`config.mk`:
```
export PLATFORM = sky130hd
export DESIGN_NAME = gate_model_bist_flat
export DESIGN_NICKNAME = d
export VERILOG_FILES = /design/src/rtl/gate_model_bist_if.sv /design/src/rtl/gate_model_bist.sv /design/src/flat_wrapper.sv
export SDC_FILE = /design/constraint.sdc
export NUM_CORES = 1
export LEC_CHECK = 0
export ABC_AREA = 1
export CAP_MARGIN = 20
export CORE_UTILIZATION = 50
export CTS_CLUSTER_SIZE = 16
export DETAILED_ROUTE_END_ITERATION = 16
export GPL_TIMING_DRIVEN = 0
export PLACE_DENSITY = 0.83
export SYNTH_ARGS = -nofsm -noshare
export SYNTH_HDL_FRONTEND = slang
export SYNTH_SLANG_ARGS = --single-unit
```
`constraint.sdc`:
```
create_clock -name clk -period 3.25 [get_ports clk]
set_clock_uncertainty 0.05 [all_clocks]
set_input_delay 0.65 -clock clk [delete_from_list [all_inputs] [get_ports clk]]
set_output_delay 0.65 -clock clk [all_outputs]
set_load 0.005 [all_outputs]
```
`src/rtl/gate_model_bist_if.sv`:
```
// Bus between the test sequencer and the gate-model BIST driver.
//   start     : single-cycle run request (sequencer -> BIST)
//   response  : 10 model outputs, bit 0 = first output in the model's list
//   pattern   : 22 model inputs, bit 0 = N1, bit 21 = N22
//   busy/done : run status
//   signature : MISR contents
//   pass      : run complete and signature matched the golden value
interface gate_model_bist_if;
  logic        start;
  logic [9:0]  response;
  logic [21:0] pattern;
  logic        busy;
  logic        done;
  logic [15:0] signature;
  logic        pass;

  modport slave (
    input  start, response,
    output pattern, busy, done, signature, pass
  );

  modport master (
    output start, response,
    input  pattern, busy, done, signature, pass
  );
endinterface

```
`src/rtl/gate_model_bist.sv`:
```
// BIST driver and response compactor for 22-input / 10-output gate models.
// A 22-bit LFSR (x^22+x^21+1) drives the model inputs; each pattern is held
// for SETTLE_CYC cycles and the model response is folded into a 16-bit MISR
// (CRC-CCITT feedback 0x1021) on the last cycle of the hold. After PATTERNS
// captures the block reports done, the signature, and pass = (sig == GOLDEN).
// Ports:
//   clk  : clock, rising edge
//   rst  : synchronous, active-high reset
//   bus  : gate_model_bist_if.slave (start, response, pattern, busy, done,
//          signature, pass)
// Every output is decoded from registers; no input reaches an output
// combinationally.
module gate_model_bist #(
  parameter int          PATTERNS   = 256,
  parameter int          SETTLE_CYC = 2,
  parameter logic [21:0] SEED       = 22'h000001,
  parameter logic [15:0] GOLDEN     = 16'h0000
) (
  input  logic              clk,
  input  logic              rst,
  gate_model_bist_if.slave  bus
);

  localparam int CW = $clog2(PATTERNS + 1);
  localparam int SW = $clog2(SETTLE_CYC + 1);
  localparam logic [CW-1:0] CNT_LAST  = CW'(PATTERNS - 1);
  localparam logic [SW-1:0] SCNT_LAST = SW'(SETTLE_CYC - 1);

  typedef enum logic [1:0] {IDLE, SETTLE, DONE} state_t;

  state_t         state, state_nxt;
  logic [21:0]    lfsr;
  logic [15:0]    misr;
  logic [CW-1:0]  cnt;
  logic [SW-1:0]  scnt;
  logic           pass_r;
  logic           launch;
  logic           capture;
  logic [15:0]    misr_nxt;

  function automatic logic [21:0] lfsr_step(input logic [21:0] v);
    return {v[20:0], v[21] ^ v[20]};
  endfunction

  function automatic logic [15:0] misr_step(input logic [15:0] m,
                                            input logic [9:0]  r);
    return {m[14:0], 1'b0} ^ (m[15] ? 16'h1021 : 16'h0000) ^ {6'b0, r};
  endfunction

  assign misr_nxt = misr_step(misr, bus.response);

  // Control: next state, launch of a run, capture strobe
  always_comb begin
    state_nxt = state;
    launch    = 1'b0;
    capture   = 1'b0;
    case (state)
      IDLE, DONE: begin
        if (bus.start) begin
          launch    = 1'b1;
          state_nxt = SETTLE;
        end
      end
      SETTLE: begin
        // start is deliberately not looked at here: a run cannot be
        // interrupted except by rst.
        if (scnt == SCNT_LAST) begin
          capture = 1'b1;
          if (cnt == CNT_LAST) state_nxt = DONE;
        end
      end
      default: state_nxt = IDLE;
    endcase
  end

  always_ff @(posedge clk) begin
    if (rst) state <= IDLE;
    else     state <= state_nxt;
  end

  // Datapath: LFSR, MISR, counters and registered pass flag
  always_ff @(posedge clk) begin
    if (rst) begin
      lfsr   <= SEED;
      misr   <= 16'h0000;
      cnt    <= '0;
      scnt   <= '0;
      pass_r <= 1'b0;
    end else if (launch) begin
      lfsr   <= SEED;
      misr   <= 16'h0000;
      cnt    <= '0;
      scnt   <= '0;
      pass_r <= 1'b0;
    end else if (state == SETTLE) begin
      if (capture) begin
        misr <= misr_nxt;
        lfsr <= lfsr_step(lfsr);
        scnt <= '0;
        cnt  <= cnt + CW'(1);
        // Compare against the value being written so pass is valid on the
        // same edge that enters DONE.
        if (cnt == CNT_LAST) pass_r <= (misr_nxt == GOLDEN);
      end else begin
        scnt <= scnt + SW'(1);
      end
    end
  end

  assign bus.pattern   = lfsr;
  assign bus.signature = misr;
  assign bus.busy      = (state == SETTLE);
  assign bus.done      = (state == DONE);
  assign bus.pass      = pass_r;

endmodule

```
`src/flat_wrapper.sv`:
```
// flat-port wrapper written by rule: the top's interface ports become plain ports
module gate_model_bist_flat 
#(
  parameter int          PATTERNS   = 256,
  parameter int          SETTLE_CYC = 2,
  parameter logic [21:0] SEED       = 22'h000001,
  parameter logic [15:0] GOLDEN     = 16'h0000
)
  (clk, rst, bus_start, bus_response, bus_pattern, bus_busy, bus_done, bus_signature, bus_pass);
  gate_model_bist_if bus_i ();
  input  logic clk;
  input  logic rst;
  input wire logic [$bits(bus_i.start)-1:0] bus_start;
  input wire logic [$bits(bus_i.response)-1:0] bus_response;
  output wire logic [$bits(bus_i.pattern)-1:0] bus_pattern;
  output wire logic [$bits(bus_i.busy)-1:0] bus_busy;
  output wire logic [$bits(bus_i.done)-1:0] bus_done;
  output wire logic [$bits(bus_i.signature)-1:0] bus_signature;
  output wire logic [$bits(bus_i.pass)-1:0] bus_pass;
  assign bus_i.start = bus_start;
  assign bus_i.response = bus_response;
  assign bus_pattern = bus_i.pattern;
  assign bus_busy = bus_i.busy;
  assign bus_done = bus_i.done;
  assign bus_signature = bus_i.signature;
  assign bus_pass = bus_i.pass;
  gate_model_bist #(.PATTERNS(PATTERNS), .SETTLE_CYC(SETTLE_CYC), .SEED(SEED), .GOLDEN(GOLDEN)) u_core (.clk(clk), .rst(rst), .bus(bus_i));
endmodule
```
Word level (Yosys, flattened, before mapping)
Index checks and enable logic that the tools add are counted.

$add $sub $neg: 2. Eq/ne operators: 7. Multiplexer cells: 10. Bitwise logic cells: 3. Reductions and logical operators: 7.

Operators with widths (count): $logic_not 16->1 (1); $xor 16x10->16 (1); $xor 16x16->16 (1); $mux 13 (1); $add 9x1->9 const B (1); $eq 9x8->1 const B (1); $mux 2 (4); $reduce_and 3->1 (2); $eq 2x1->1 const B (2); $mux 1 (4); $ne 2x1->1 const B (2); $pmux 2 s2 (1); $reduce_or 2->1 (2); $add 2x1->2 const B (1); $eq 2x2->1 const B (1); $logic_not 2->1 (1); $ne 2x2->1 const B (1); $reduce_and 2->1 (1); $xor 1x1->1 (1).

Flip-flop bits (word level): 52. Output and inout bits: 41. Logic and storage cells: 35.

Depth between registers and ports, before layout
Word-level depth: 4. Depth in mapped cells: 9. Depth with buffers taken out: 9.

Worst setup path before layout
Ideal clock, no wire load.

Path kind: reg2reg. Start point: register u_core.cnt[1]. End point: register u_core.pass_r, in the netlist u_core.bus.pass. Arrival time: 1.268 ns. Path slack: 1.862 ns. Cell stages (with the launch flop): 9. Path through: dfxtp_1 -> ha_1 -> nand3_1 -> nor4_1 -> ha_1 -> inv_1 -> nor2_2 -> o21ai_0 -> a21oi_1.

Longest elaborated chain between the ends: 2.

Ends and longest elaborated chain: start, declared (line gate_model_bist.sv:34) `logic [CW-1:0] cnt;`; start signal, assigned (line gate_model_bist.sv:100) `cnt <= cnt + CW'(1);`; $eq 9x8->1 (line gate_model_bist.sv:103) `if (cnt == CNT_LAST) pass_r <= (misr_nxt == GOLDEN);`; $reduce_and 3->1 (no source line); end signal, assigned (line gate_model_bist.sv:103); end, declared (line gate_model_bist.sv:36) `logic pass_r;`.

Every way passes these cells. A chain may end at the register's enable or synchronous reset.

Worst setup path in the final report
Start point: register u_core.state[0]. End point: output bus_busy.

Longest elaborated chain between the ends: 1.

Ends and longest elaborated chain: start, declared (line gate_model_bist.sv:31) `state_t state, state_nxt;`; start signal, assigned (line gate_model_bist.sv:78) `else state <= state_nxt;`; $eq 2x1->1 (line gate_model_bist.sv:112) `assign bus.busy = (state == SETTLE);`; end, declared (line flat_wrapper.sv:16) `output wire logic [$bits(bus_i.busy)-1:0] bus_busy;`.

Every way passes these cells.

==> results.cfg <==
[clock_network]
clk-insertion-delay-late_ns = 0.31
cts-buffers-inserted = 5
cts_htree_levels = 2
post-cts-setup-buffers = 0
cts.reportedPaths.clkPinSlew_ns = 0.09
clock_sinks = 52
clockRootBuffer = clkbuf_8
cts_hold_buffers = 0
cts_buffer_depth = 2
cts_tree = built
cts_resized = 0

[logic_synthesis]
primary_ff_master_synth = dfxtp_1
synth_cell_type_count = 27
synth_edf_count = 0
post_synth.cell_area_avg_sq_um = 7.22
syn_warnings = 0
number_of_storage_elements_in_the_synthesis_netlist = 52
synthesis.nets = 325
total_standard_cell_area_after_synthesis_sq_um = 2240
syn_inst = 310
synth-seq-area-share = 0.465
ys_async_sr_fraction = 0

[detailed_routing]
drtPass1Iterations = 4
final_routed_drc_violation_total = 0
routed_via_density = 5.05
routed_wl_um = 5040
first_iter_violations = 105
route.vias.total = 2128
per_cell_routed_wire_length_um = 12.0
ant_nets = 0

[worst_setup_path]
cp_data_required_time_ns = 2.55
arrival_time_worst_endpoint_ns = 1.45
critical_path.endpoint_type = output port
worstSetupStartpointType = register
timing.setup.critical_path_class = register to output port
worst-path-max-fanout = 4

[timing]
fin_setup_tns_ns = 0
layout_min_cycle_time_ns = 2.15
rsz_0062_raised_after_global_routing = no
worstMarginPinSlew_ns = 0.355
timing.final.hold_violations = 0
timing.fmax_mhz = 466
layout_worst_path_cycle_share = 0.661
timing.final.ws_setup_ns = 1.10
slew_violations = 0
maxSlewHeadroom = 0.763
setup_violations = 0

[run]
max-cap-violations = 0

[final_layout]
area_growth_pct = 30.5
layout_commonest_cell = nor2_1
most-common-layout-cells = nor2_1, clkdlybuf4s50_1, dfxtp_1
drive_above_1_share = 0.0970
antennaDiodeCount = 0
design.final.nets = 385
final.fill_count = 359

[global_routing]
grt_max_degree = 15
grt_pass1_wl_um = 8140
antenna_violations_before_repair = 0
grt_overflow_total = 0
gr-usage-all-layers = 0.233
via_count_of_the_first_global_routing_pass = 1891

[die]
floorplan.initialDensity = 0.540
die_x_um = 68.9
die_h_um = 68.9
pin_count = 54
placeableCoreArea_sq_um = 4140
core.rowCount = 23
die-area_sq_um = 4750

[placed_design]
place.gp.congestion = 0.821
place.detailed.hpwl_um = 3640
post-place-ws_ns = 1.17
port-buffer-count = 53

[power]
static-leakage-power_nw = 1.26
vdd.ir_drop.worst_v = 0.000273
powerDensity_nw_per_um2 = 390

[worst_hold_path]
worst_hold_path_type = register to register

[run_status]
outcome = complete, no violations
metrics by stage:
| step | instances | util | area [sq um] | total power, W | hold WS, ns |
|---|---|---|---|---|---|
| 6_report | 421 | 0.705 | 2920 | 0.00114 | 0.398 |
| 5_1_grt | 421 | 0.705 | 2920 | 0.00118 | 0.425 |
| 4_1_cts | 421 | 0.705 | 2920 | 0.00115 | 0.399 |
| 3_5_place_dp | 413 | 0.684 | 2830 | 0.000779 | 0.385 |
| 3_3_place_gp | 413 | 0.684 | 2830 | 0.000777 | 0.384 |
| 2_1_floorplan | 310 | - | 2240 | 0.000729 | 0.371 |
sequential cells by signal (all words and copies together), names as in the netlist:
name	flops
u_core.bus.pass	1
u_core.bus.pattern	22
u_core.bus.signature	16
u_core.cnt	9
u_core.scnt	2
u_core.state	2
area by class of cell:
class | count | area, sq um | area share
Clock buffer | 8 | 90.1 | 0.0308
Sequential cell | 52 | 1040 | 0.356
Timing Repair Buffer | 53 | 531 | 0.182
Inverter | 35 | 131 | 0.0449
Tap cell | 50 | 62.6 | 0.0214
Buffer | 18 | 108 | 0.0368
Multi-Input combinational cell | 205 | 960 | 0.328
power by group:
part	internal [W]	switching [W]
logic	0.0000521	0.0000576
registers	0.000647	0.00000869
clock network	0.000174	0.000200
total	0.000873	0.000267
worst paths after layout:
path                        start              end  slack, ns  depth (start not counted)
setup / recovery  u_core.state[0]         bus_busy       1.10                          3
hold / removal      u_core.cnt[6]    u_core.cnt[6]       0.40                          2
setup reg to reg    u_core.cnt[1]  u_core.bus.pass       1.62                          8
hold reg to reg     u_core.cnt[6]    u_core.cnt[6]       0.40                          2
routing by layer:
metal | global-route usage | vias to the layer above | routed length (um)
li1 | - | 1093 | -
met1 | 0.289 | 965 | 2280
met2 | 0.380 | 62 | 2340
met3 | 0.0526 | 8 | 332
met4 | 0.110 | 0 | 81
met5 | 0 | - | 0
cell families (layout without fill, tap and decap cells):
kind of cell,count (synthesis),after routing,share of synthesized area
compound gates,73,73,0.174
xor+xnor,1,1,0.00391
fa+ha+maj,2,2,0.0112
flops,52,52,0.465
buf+inv,53,114,0.107
simple gates,129,129,0.240
worst max-delay path, cell delays in order (launching register included):
cell and delay [ns]:
dfxtp_1 0.41, inv_2 0.09, nor2_4 0.13, clkdlybuf4s50_1 0.51
synthesized netlist by cell type, types with 2 or more instances:
cell type	number	area, sq um
inv_2	2	7.51
nand2_2	2	12.5
a21oi_1	20	100
nand2_1	49	184
o21ai_1	3	15.0
nor2_4	2	22.5
buf_2	10	50.1
buf_4	5	37.5
o21ai_0	43	215
nand3_1	4	20.0
nor2_1	65	244
dfxtp_1	52	1040
a31oi_1	4	25.0
inv_1	33	124
ha_1	2	25.0
nor2_2	3	18.8
Note: power is estimated with default switching activity, not from simulation.
